<file path="src/rtl/fetch_pkg.sv">
// Shared types and constants for the fetch stage.
// Latency: n/a (declarations only).
// Backpressure: n/a.
package fetch_pkg;

   localparam logic [31:0] NOP_INSTR        = 32'h0000_0013;
   localparam logic [31:0] DEFAULT_RESET_PC = 32'h0000_0000;

   // One buffered fetch result: the word and the PC it was fetched from.
   typedef struct packed {
      logic [31:0] pc;
      logic [31:0] instr;
   } fetch_entry_t;

endpackage

</file>
<file path="src/rtl/fetch_queue.sv">
// Fetch queue: synchronous FIFO of fetch_entry_t between imem responses and decode.
// Latency: a pushed entry shows at head_o/count_o the cycle after the push.
// Backpressure: none internally; the caller's credit rule keeps pushes off a full queue.
module fetch_queue
   import fetch_pkg::*;
#(
   parameter int DEPTH = 4
) (
   input  logic                   clk,
   input  logic                   rst,
   input  logic                   push_i,
   input  fetch_entry_t           push_dat_i,
   input  logic                   pop_i,
   input  logic                   flush_i,
   output logic [$clog2(DEPTH):0] count_o,
   output fetch_entry_t           head_o
);

   localparam int AW = $clog2(DEPTH);

   fetch_entry_t    mem_q [DEPTH];
   fetch_entry_t    mem_d [DEPTH];
   logic [AW-1:0]   rd_ptr_q, rd_ptr_d;
   logic [AW-1:0]   wr_ptr_q, wr_ptr_d;
   logic [AW:0]     count_q, count_d;
   logic            do_pop;

   // Next-state for storage, pointers and occupancy; flush empties the queue outright.
   always_comb begin
      mem_d    = mem_q;
      rd_ptr_d = rd_ptr_q;
      wr_ptr_d = wr_ptr_q;
      count_d  = count_q;
      do_pop   = pop_i && (count_q != '0);
      if (flush_i) begin
         rd_ptr_d = '0;
         wr_ptr_d = '0;
         count_d  = '0;
      end else begin
         if (push_i) begin
            mem_d[wr_ptr_q] = push_dat_i;
            wr_ptr_d        = wr_ptr_q + AW'(1);
         end
         if (do_pop) begin
            rd_ptr_d = rd_ptr_q + AW'(1);
         end
         count_d = count_q + (AW+1)'(push_i) - (AW+1)'(do_pop);
      end
   end

   // State registers; entry storage carries no reset since count gates its visibility.
   always_ff @(posedge clk) begin
      mem_q <= mem_d;
      if (rst) begin
         rd_ptr_q <= '0;
         wr_ptr_q <= '0;
         count_q  <= '0;
      end else begin
         rd_ptr_q <= rd_ptr_d;
         wr_ptr_q <= wr_ptr_d;
         count_q  <= count_d;
      end
   end

   assign count_o = count_q;
   assign head_o  = mem_q[rd_ptr_q];

endmodule

</file>
<file path="src/rtl/fetch_unit.sv">
// Fetch stage: owns the fetch PC, issues in-order imem requests, queues responses for decode.
// Latency: redirect at t -> request at t+1 -> response at t+2 -> ValidF with target at t+3.
// Backpressure: en_i low stalls the head; issue stops once queue + in-flight reach FQ_DEPTH.
module fetch_unit
   import fetch_pkg::*;
#(
   parameter logic [31:0] RESET_PC        = DEFAULT_RESET_PC,
   parameter int          FQ_DEPTH        = 4,
   parameter int          MAX_OUTSTANDING = 2
) (
   input  logic        clk,
   input  logic        rst,
   output logic        imem_req_o,
   output logic [31:0] imem_addr_o,
   input  logic        imem_gnt_i,
   input  logic        imem_rvalid_i,
   input  logic [31:0] imem_rdata_i,
   input  logic        redirect_i,
   input  logic [31:0] redirect_pc_i,
   input  logic        en_i,
   output logic [31:0] PCF,
   output logic [31:0] PCPlus4F,
   output logic [31:0] InstrF,
   output logic        ValidF
);

   localparam int              CW         = $clog2(FQ_DEPTH) + 1;
   localparam int              OW         = $clog2(MAX_OUTSTANDING + 1);
   localparam logic [31:0]     FQ_DEPTH_W = 32'(FQ_DEPTH);
   localparam logic [OW-1:0]   MAX_OUT_W  = OW'(MAX_OUTSTANDING);

   logic [31:0]   fetch_pc_q, fetch_pc_d;
   logic [31:0]   resp_pc_q, resp_pc_d;
   logic [OW-1:0] outstanding_q, outstanding_d;
   logic [OW-1:0] drop_cnt_q, drop_cnt_d;
   logic [CW-1:0] fq_count;
   fetch_entry_t  fq_head;
   fetch_entry_t  push_dat;
   logic          issue, push, pop, valid;
   logic [1:0]    unused_redirect_lsb;

   assign unused_redirect_lsb = redirect_pc_i[1:0];
   assign imem_addr_o         = fetch_pc_q;

   // Request only when every in-flight word plus the buffered ones is guaranteed a queue slot.
   always_comb begin
      imem_req_o = !rst && !redirect_i && (outstanding_q < MAX_OUT_W)
                   && ((32'(fq_count) + 32'(outstanding_q)) < FQ_DEPTH_W);
   end

   // PC/counter next-state; a redirect overrides push, pop and issue in the same cycle.
   always_comb begin
      issue          = imem_req_o && imem_gnt_i;
      valid          = (fq_count != '0);
      fetch_pc_d     = fetch_pc_q;
      resp_pc_d      = resp_pc_q;
      drop_cnt_d     = drop_cnt_q;
      outstanding_d  = outstanding_q + OW'(issue) - OW'(imem_rvalid_i);
      push           = 1'b0;
      pop            = 1'b0;
      push_dat.pc    = resp_pc_q;
      push_dat.instr = imem_rdata_i;
      if (redirect_i) begin
         fetch_pc_d = {redirect_pc_i[31:2], 2'b00};
         resp_pc_d  = {redirect_pc_i[31:2], 2'b00};
         // A response arriving this very cycle is already discarded, so it needs no drop credit.
         drop_cnt_d = outstanding_q - OW'(imem_rvalid_i);
      end else begin
         pop = valid && en_i;
         if (issue) begin
            fetch_pc_d = fetch_pc_q + 32'd4;
         end
         if (imem_rvalid_i) begin
            if (drop_cnt_q != '0) begin
               drop_cnt_d = drop_cnt_q - OW'(1);
            end else begin
               push      = 1'b1;
               resp_pc_d = resp_pc_q + 32'd4;
            end
         end
      end
   end

   // Fetch-side state registers.
   always_ff @(posedge clk) begin
      if (rst) begin
         fetch_pc_q    <= RESET_PC;
         resp_pc_q     <= RESET_PC;
         outstanding_q <= '0;
         drop_cnt_q    <= '0;
      end else begin
         fetch_pc_q    <= fetch_pc_d;
         resp_pc_q     <= resp_pc_d;
         outstanding_q <= outstanding_d;
         drop_cnt_q    <= drop_cnt_d;
      end
   end

   fetch_queue #(
      .DEPTH (FQ_DEPTH)
   ) u_fetch_queue (
      .clk        (clk),
      .rst        (rst),
      .push_i     (push),
      .push_dat_i (push_dat),
      .pop_i      (pop),
      .flush_i    (redirect_i),
      .count_o    (fq_count),
      .head_o     (fq_head)
   );

   // Decode-facing view of the queue head; an empty queue presents a NOP at PC 0.
   always_comb begin
      ValidF   = valid;
      PCF      = valid ? fq_head.pc : 32'h0000_0000;
      InstrF   = valid ? fq_head.instr : NOP_INSTR;
      PCPlus4F = PCF + 32'd4;
   end

endmodule

</file>
<file path="config.mk">
export PLATFORM = sky130hd
export DESIGN_NAME = fetch_unit
export DESIGN_NICKNAME = d
export VERILOG_FILES = /design/src/rtl/fetch_pkg.sv /design/src/rtl/fetch_queue.sv /design/src/rtl/fetch_unit.sv
export SDC_FILE = /design/constraint.sdc
export NUM_CORES = 1
export LEC_CHECK = 0
export BUFFER_PORTS_ARGS = -buffer_cell sky130_fd_sc_hd__buf_4
export CAP_MARGIN = 20
export CORE_ASPECT_RATIO = 0.8
export CORE_MARGIN = 10
export CORE_UTILIZATION = 62
export DETAILED_ROUTE_END_ITERATION = 10
export PLACE_DENSITY_LB_ADDON = 0.05
export SLEW_MARGIN = 20
export SYNTH_ARGS = -nofsm -noshare
export SYNTH_HDL_FRONTEND = slang
export SYNTH_HIERARCHICAL = 1
export SYNTH_SLANG_ARGS = --single-unit
export TNS_END_PERCENT = 30
</file>
<file path="constraint.sdc">
create_clock -name clk -period 11.1 [get_ports clk]
set_input_delay 2.775 -clock clk [delete_from_list [all_inputs] [get_ports clk]]
set_output_delay 2.775 -clock clk [all_outputs]
set_load 0.05 [all_outputs]
</file>
==> reports/qor.txt, run 1 <==
Status - finished clean
Sum Neg Setup Slack - 0 ps
Aggregate routed wire length - 33300 µm
Sw Share - 0.227
Max IR drop VDD - 0.000140 V
Rel. slew slack - 0.205
First-pass GRT wire length - 52200 µm
Num Clock Sinks - 327
Ys Warns - 6
Final Hold Fails - 0
WHS - 533 ps
Unrepaired setup endpoints after global routing - no
CTS Buf Count - 31
Vias in the first global route - 9131
Max Root-Sink Buffers - 3
Clock share of power - 0.412
Post-synth ARST share - 0
Slew of the pin with the lowest slew margin - 1180 ps
Count of input and output buffers - 195
WS Path Type - reg -> out
Filler instances - 1439
Final core utilization - 0.756
Starting Density - 0.636
Drt drc - 0
Number of H-tree levels - 1
Pint - 2090 µW
Post-synth EDFFs - 256
CORE AREA - 22700 µm²
Num ports - 200
Via count - 9051
Critical Path RT - 8330 ps
Flop-to-flop setup slack - 7690 ps
Hold buffers post-CTS - 0
GRT Residual Overflow - 0
Worst Setup Start Kind - register
Sequential fraction of the synthesis area - 0.632
Share of layout cells above drive strength 1 - 0.288
Critical Path AT - 4550 ps
Synth top area share - 0.533
Hold worst-path end - imem_addr_o[3]
Fin Clk Skew - 12.0 ps
Power Dens Cells - 157 nW/µm²
Antenna viol nets, final - 0
Flops & latches, synth - 327
Inserted Diodes - 0
Sequential fraction of design power - 0.511
Ys flop type - edfxtp_1
Post-cts resize count - 0
Tot GR Track Use - 0.221
Dominant cell type by area after synthesis - edfxtp_1
Top post-synthesis cells by area - edfxtp_1 (53%), mux4_2 (10%), dfxtp_1 (9.9%)
Switching power - 614 µW
Die X - 190 µm
Post-Syn Area per Cell - 14.4 µm²
DRT iter0 DRCs - 760
Final total power - 2700 µW
Vias per cell - 5.95
Final Max Slew Viols - 0
Clk_lat worst skew - 550 ps
Minimum clock period - 7330 ps
Post-Syn Instances - 998
Cell Rows - 49
Hold_sp - imem_addr_o[3]
WL per Instance - 21.9 µm
Critical R2R Capture - u_fetch_queue/count_o[2]
Final setup fails - 0
Fmax - 0.136 GHz
CTS tree - yes
Post-CTS Repair Setup Buffers - 0
Die area - 29800 µm²
Top-count cell post-synth - edfxtp_1
Root buf cell - clkbuf_16
Nets - 1275
RD Place Congestion - 0.847
WHS Path Cells - 2
Comb pwr share - 0.077
HPWL Detailed - 21800 µm
Maximum fanout along the worst path - 49
Cell depth of the worst flop-to-flop path - 12
CTS clock-pin slew for the worst setup and hold paths - 70 ps
Final instance area - 17200 µm²
Area growth, synth to finish - 19.0%
Crit Reg-Reg Startpoint - u_fetch_queue/count_o[1]
Largest net degree at the start of global routing - 66
Placed cell area - 16100 µm²
Post-synth top cells - edfxtp_1 (256), dfxtp_1 (71), mux4_2 (64), and2_1 (61), nand2_1 (56)
Max-capacitance violation count - 0
Leakage power - 0.00609 µW
Netlist Area Pre-Place - 14400 µm²
Die Y-Extent - 156 µm
Worst hold path type - reg -> reg
Unique masters post-synth - 64
Period utilization - 0.660
DR pass1 iterations - 5
Initial antenna violation count - 0
Crit end category - output pin
worst max-delay path by stage:
stage                              startpoint            to  slack [ps]
floorplan                          redirect_i    imem_req_o        4670
global placement    u_fetch_queue/rd_ptr_q[0]  PCPlus4F[30]        4350
detailed placement  u_fetch_queue/rd_ptr_q[0]  PCPlus4F[30]        4350
CTS                 u_fetch_queue/rd_ptr_q[0]  PCPlus4F[30]        3740
global route        u_fetch_queue/rd_ptr_q[0]  PCPlus4F[30]        3520
finish              u_fetch_queue/rd_ptr_q[0]  PCPlus4F[30]        3770
cells in the final DEF, fill, tap and decap left out, types with 16 or more instances in the layout:
master       n
a211oi_1    18
a21boi_0    16
a21oi_1     24
and2_1      57
buf_4      206
clkbuf_16   31
dfxtp_1     69
edfxtp_1   256
inv_1       31
mux4_2      64
nand2_1     56
nand3_1     27
nand4_1     37
nor2_1      53
nor3_1      22
xnor2_1     39
xor2_1      32
power groups by stage:
stage               Clock [µW]  Combinational [µW]  Sequential [µW]
floorplan                    0                 112             1420
detailed placement           0                 208             1410
global placement             0                 204             1400
global route              1180                 224             1380
CTS                       1130                 209             1380
finish                    1110                 208             1380
metal layers:
| layer | GRT usage | up-vias | share of wire |
|---|---|---|---|
| met4 | 0.0382 | 0 | 0.011 |
| met3 | 0.0513 | 30 | 0.089 |
| met5 | 0 | - | 0 |
| met2 | 0.346 | 381 | 0.47 |
| li1 | - | 4169 | - |
| met1 | 0.314 | 4471 | 0.43 |
through the flow:
stage | setup slack (ps) | instances
after floorplan | 4670 | 1007
after global placement | 4350 | 1463
after detailed placement | 4350 | 1463
after CTS | 3740 | 1521
after global routing | 3520 | 1521
final | 3770 | 1521
logic make-up after synthesis:
group,count (synthesis),share of synthesized area
compound gates,100,0.0469
xor+xnor,72,0.0448
fa+ha+maj,15,0.0135
buf+inv,90,0.0324
flops,327,0.632
mux,73,0.107
other cells,1,0.000260
simple gates,320,0.124
layout make-up:
type / count / area, µm² / area share
clock inverter: 25 / 290 / 0.0169
multi-input combinational: 590 / 4890 / 0.285
timing repair buffer: 206 / 1550 / 0.0901
inverter: 34 / 128 / 0.00744
tap: 306 / 383 / 0.0223
clock buffer: 33 / 803 / 0.0468
sequential: 327 / 9110 / 0.531
flip-flops by register name, summed over array words and instances (netlist names):
name and count:
resp_pc_q 30, u_fetch_queue/count_o 3, u_fetch_queue/wr_ptr_q 2, imem_addr_o 30, u_fetch_queue/mem_q 256, outstanding_q 2, u_fetch_queue/rd_ptr_q 2, drop_cnt_q 2
worst max-delay path: stages (launching register included):
cell     delay (ps)
dfxtp_4         600
buf_4           820
mux4_2          450
nand4_1         140
nor4_2         1010
and4_1          430
nand4_1         140
xnor2_1         160
buf_4           220
Power figures use the tool's default switching activity.
==> run 2, diff against run 1 <==
Settings changed: CORE_UTILIZATION 62 to 58.
Clock period 11.1 ns to 7.6 ns, I/O delays scaled along.
==> reports/qor.txt, run 2 (synthesized netlist as in run 1, its figures left out) <==
Clk_lat worst skew - 550 ps
Inserted Diodes - 0
Max-capacitance violation count - 0
Worst Setup Start Kind - register
Tot GR Track Use - 0.204
Drt drc - 0
WS Path Type - reg -> out
Period utilization - 0.765
Cell Rows - 51
Antenna viol nets, final - 0
Critical Path RT - 5700 ps
CTS tree - yes
Count of input and output buffers - 195
DR pass1 iterations - 5
WHS - 540 ps
Area growth, synth to finish - 18.9%
Final Hold Fails - 0
GRT Residual Overflow - 0
Status - finished clean
Crit end category - output pin
Fmax - 0.172 GHz
Largest reg by FF count - u_fetch_queue/mem_q
Power Dens Cells - 227 nW/µm²
Max Root-Sink Buffers - 3
Initial antenna violation count - 0
Largest register FFs - 256
Fin Clk Skew - 10.1 ps
Final setup fails - 0
Post-CTS Repair Setup Buffers - 0
Num Clock Sinks - 327
Flop-to-flop setup slack - 4170 ps
RD Place Congestion - 0.900
Starting Density - 0.591
Commonest non-fill, non-tap cell in the layout - edfxtp_1
CTS Buf Count - 31
Root buf cell - clkbuf_16
Unrepaired setup endpoints after global routing - no
Commonest non-fill, non-tap cells in the layout - edfxtp_1 (256), buf_4 (209), dfxtp_1 (69), mux4_2 (64), and2_1 (57)
Max IR drop VDD - 0.000164 V
Largest net degree at the start of global routing - 66
DRT iter0 DRCs - 786
Maximum fanout along the worst path - 46
Die X - 196 µm
Critical Path AT - 3910 ps
WL per Instance - 21.4 µm
Number of H-tree levels - 1
Final Max Slew Viols - 0
Aggregate routed wire length - 32900 µm
Via count - 9011
Final core utilization - 0.703
Share of layout cells above drive strength 1 - 0.288
Die Y-Extent - 161 µm
Minimum clock period - 5810 ps
CORE AREA - 24400 µm²
Vias per cell - 5.87
Num ports - 200
Sum Neg Setup Slack - 0 ps
CTS clock-pin slew for the worst setup and hold paths - 70 ps
Nets - 1278
Post-cts resize count - 0
Die area - 31600 µm²
Worst hold path type - reg -> reg
First-pass GRT wire length - 51700 µm
Rel. slew slack - 0.342
HPWL Detailed - 22300 µm
Hold buffers post-CTS - 0
Vias in the first global route - 8942
Slew of the pin with the lowest slew margin - 974 ps
Leakage power - 0.00610 µW
-- run 2: cell count changes in the layout (fill, tap and decap cells not counted) --
cell / delta
nor3_1: +1
clkinv_2: +3
clkinv_4: -1
clkbuf_1: +3
inv_6: -1
clkinvlp_4: -2
clkinv_1: -2
bufinv_16: -1
nor3_2: -1
buf_4: +3
-- run 2: final timing paths --
kind	startpoint	endpoint	cells after the start
max reg2reg	drop_cnt_q[0]	u_fetch_queue/mem_q[29]	7
min reg2reg	imem_addr_o[24]	imem_addr_o[24]	2
min	imem_addr_o[24]	imem_addr_o[24]	2
max	u_fetch_queue/rd_ptr_q[0]	PCPlus4F[30]	10
-- run 2: final cells by class --
cell class / count / area, µm²
sequential: 327 / 9110
fill: 1698 / 7230
multi-input combinational: 590 / 4890
timing repair buffer: 209 / 1570
clock buffer: 36 / 815
tap: 318 / 398
clock inverter: 21 / 235
inverter: 34 / 128
-- run 2: worst max-delay path: stages, from the launching register on --
cell and delay (ps):
dfxtp_4 960, mux4_2 450, and2_1 220, ha_1 250, nand4_1 160, nor4_2 270, buf_4 220, and4_1 320
nand4_1 130, xnor2_1 150, buf_4 210
-- run 2: where the power goes --
part	internal, µW	switching [µW]	leakage, µW
Sequential	1970	46.1	0.00292
Clock	935	638	0.000521
Combinational	108	195	0.00266
-- run 2: metal layers --
| metal | GRT usage | share of wire | vias to the layer above |
|---|---|---|---|
| met4 | 0.0471 | 0.020 | 0 |
| met3 | 0.0439 | 0.072 | 46 |
| met5 | 0 | 0 | - |
| met1 | 0.288 | 0.44 | 4487 |
| li1 | - | - | 4181 |
| met2 | 0.318 | 0.47 | 297 |
-- run 2: stage by stage --
| stage | worst slack [ps] | cell area, µm² | power, µW | std cells |
|---|---|---|---|---|
| finish | 1790 | 17100 | 3890 | 1535 |
| global route | 1380 | 17100 | 4020 | 1535 |
| CTS | 1700 | 17100 | 3920 | 1535 |
| detailed placement | 2280 | 16100 | 2360 | 1478 |
| global placement | 2290 | 16100 | 2350 | 1478 |
| floorplan | 2050 | 14500 | 2240 | 1007 |
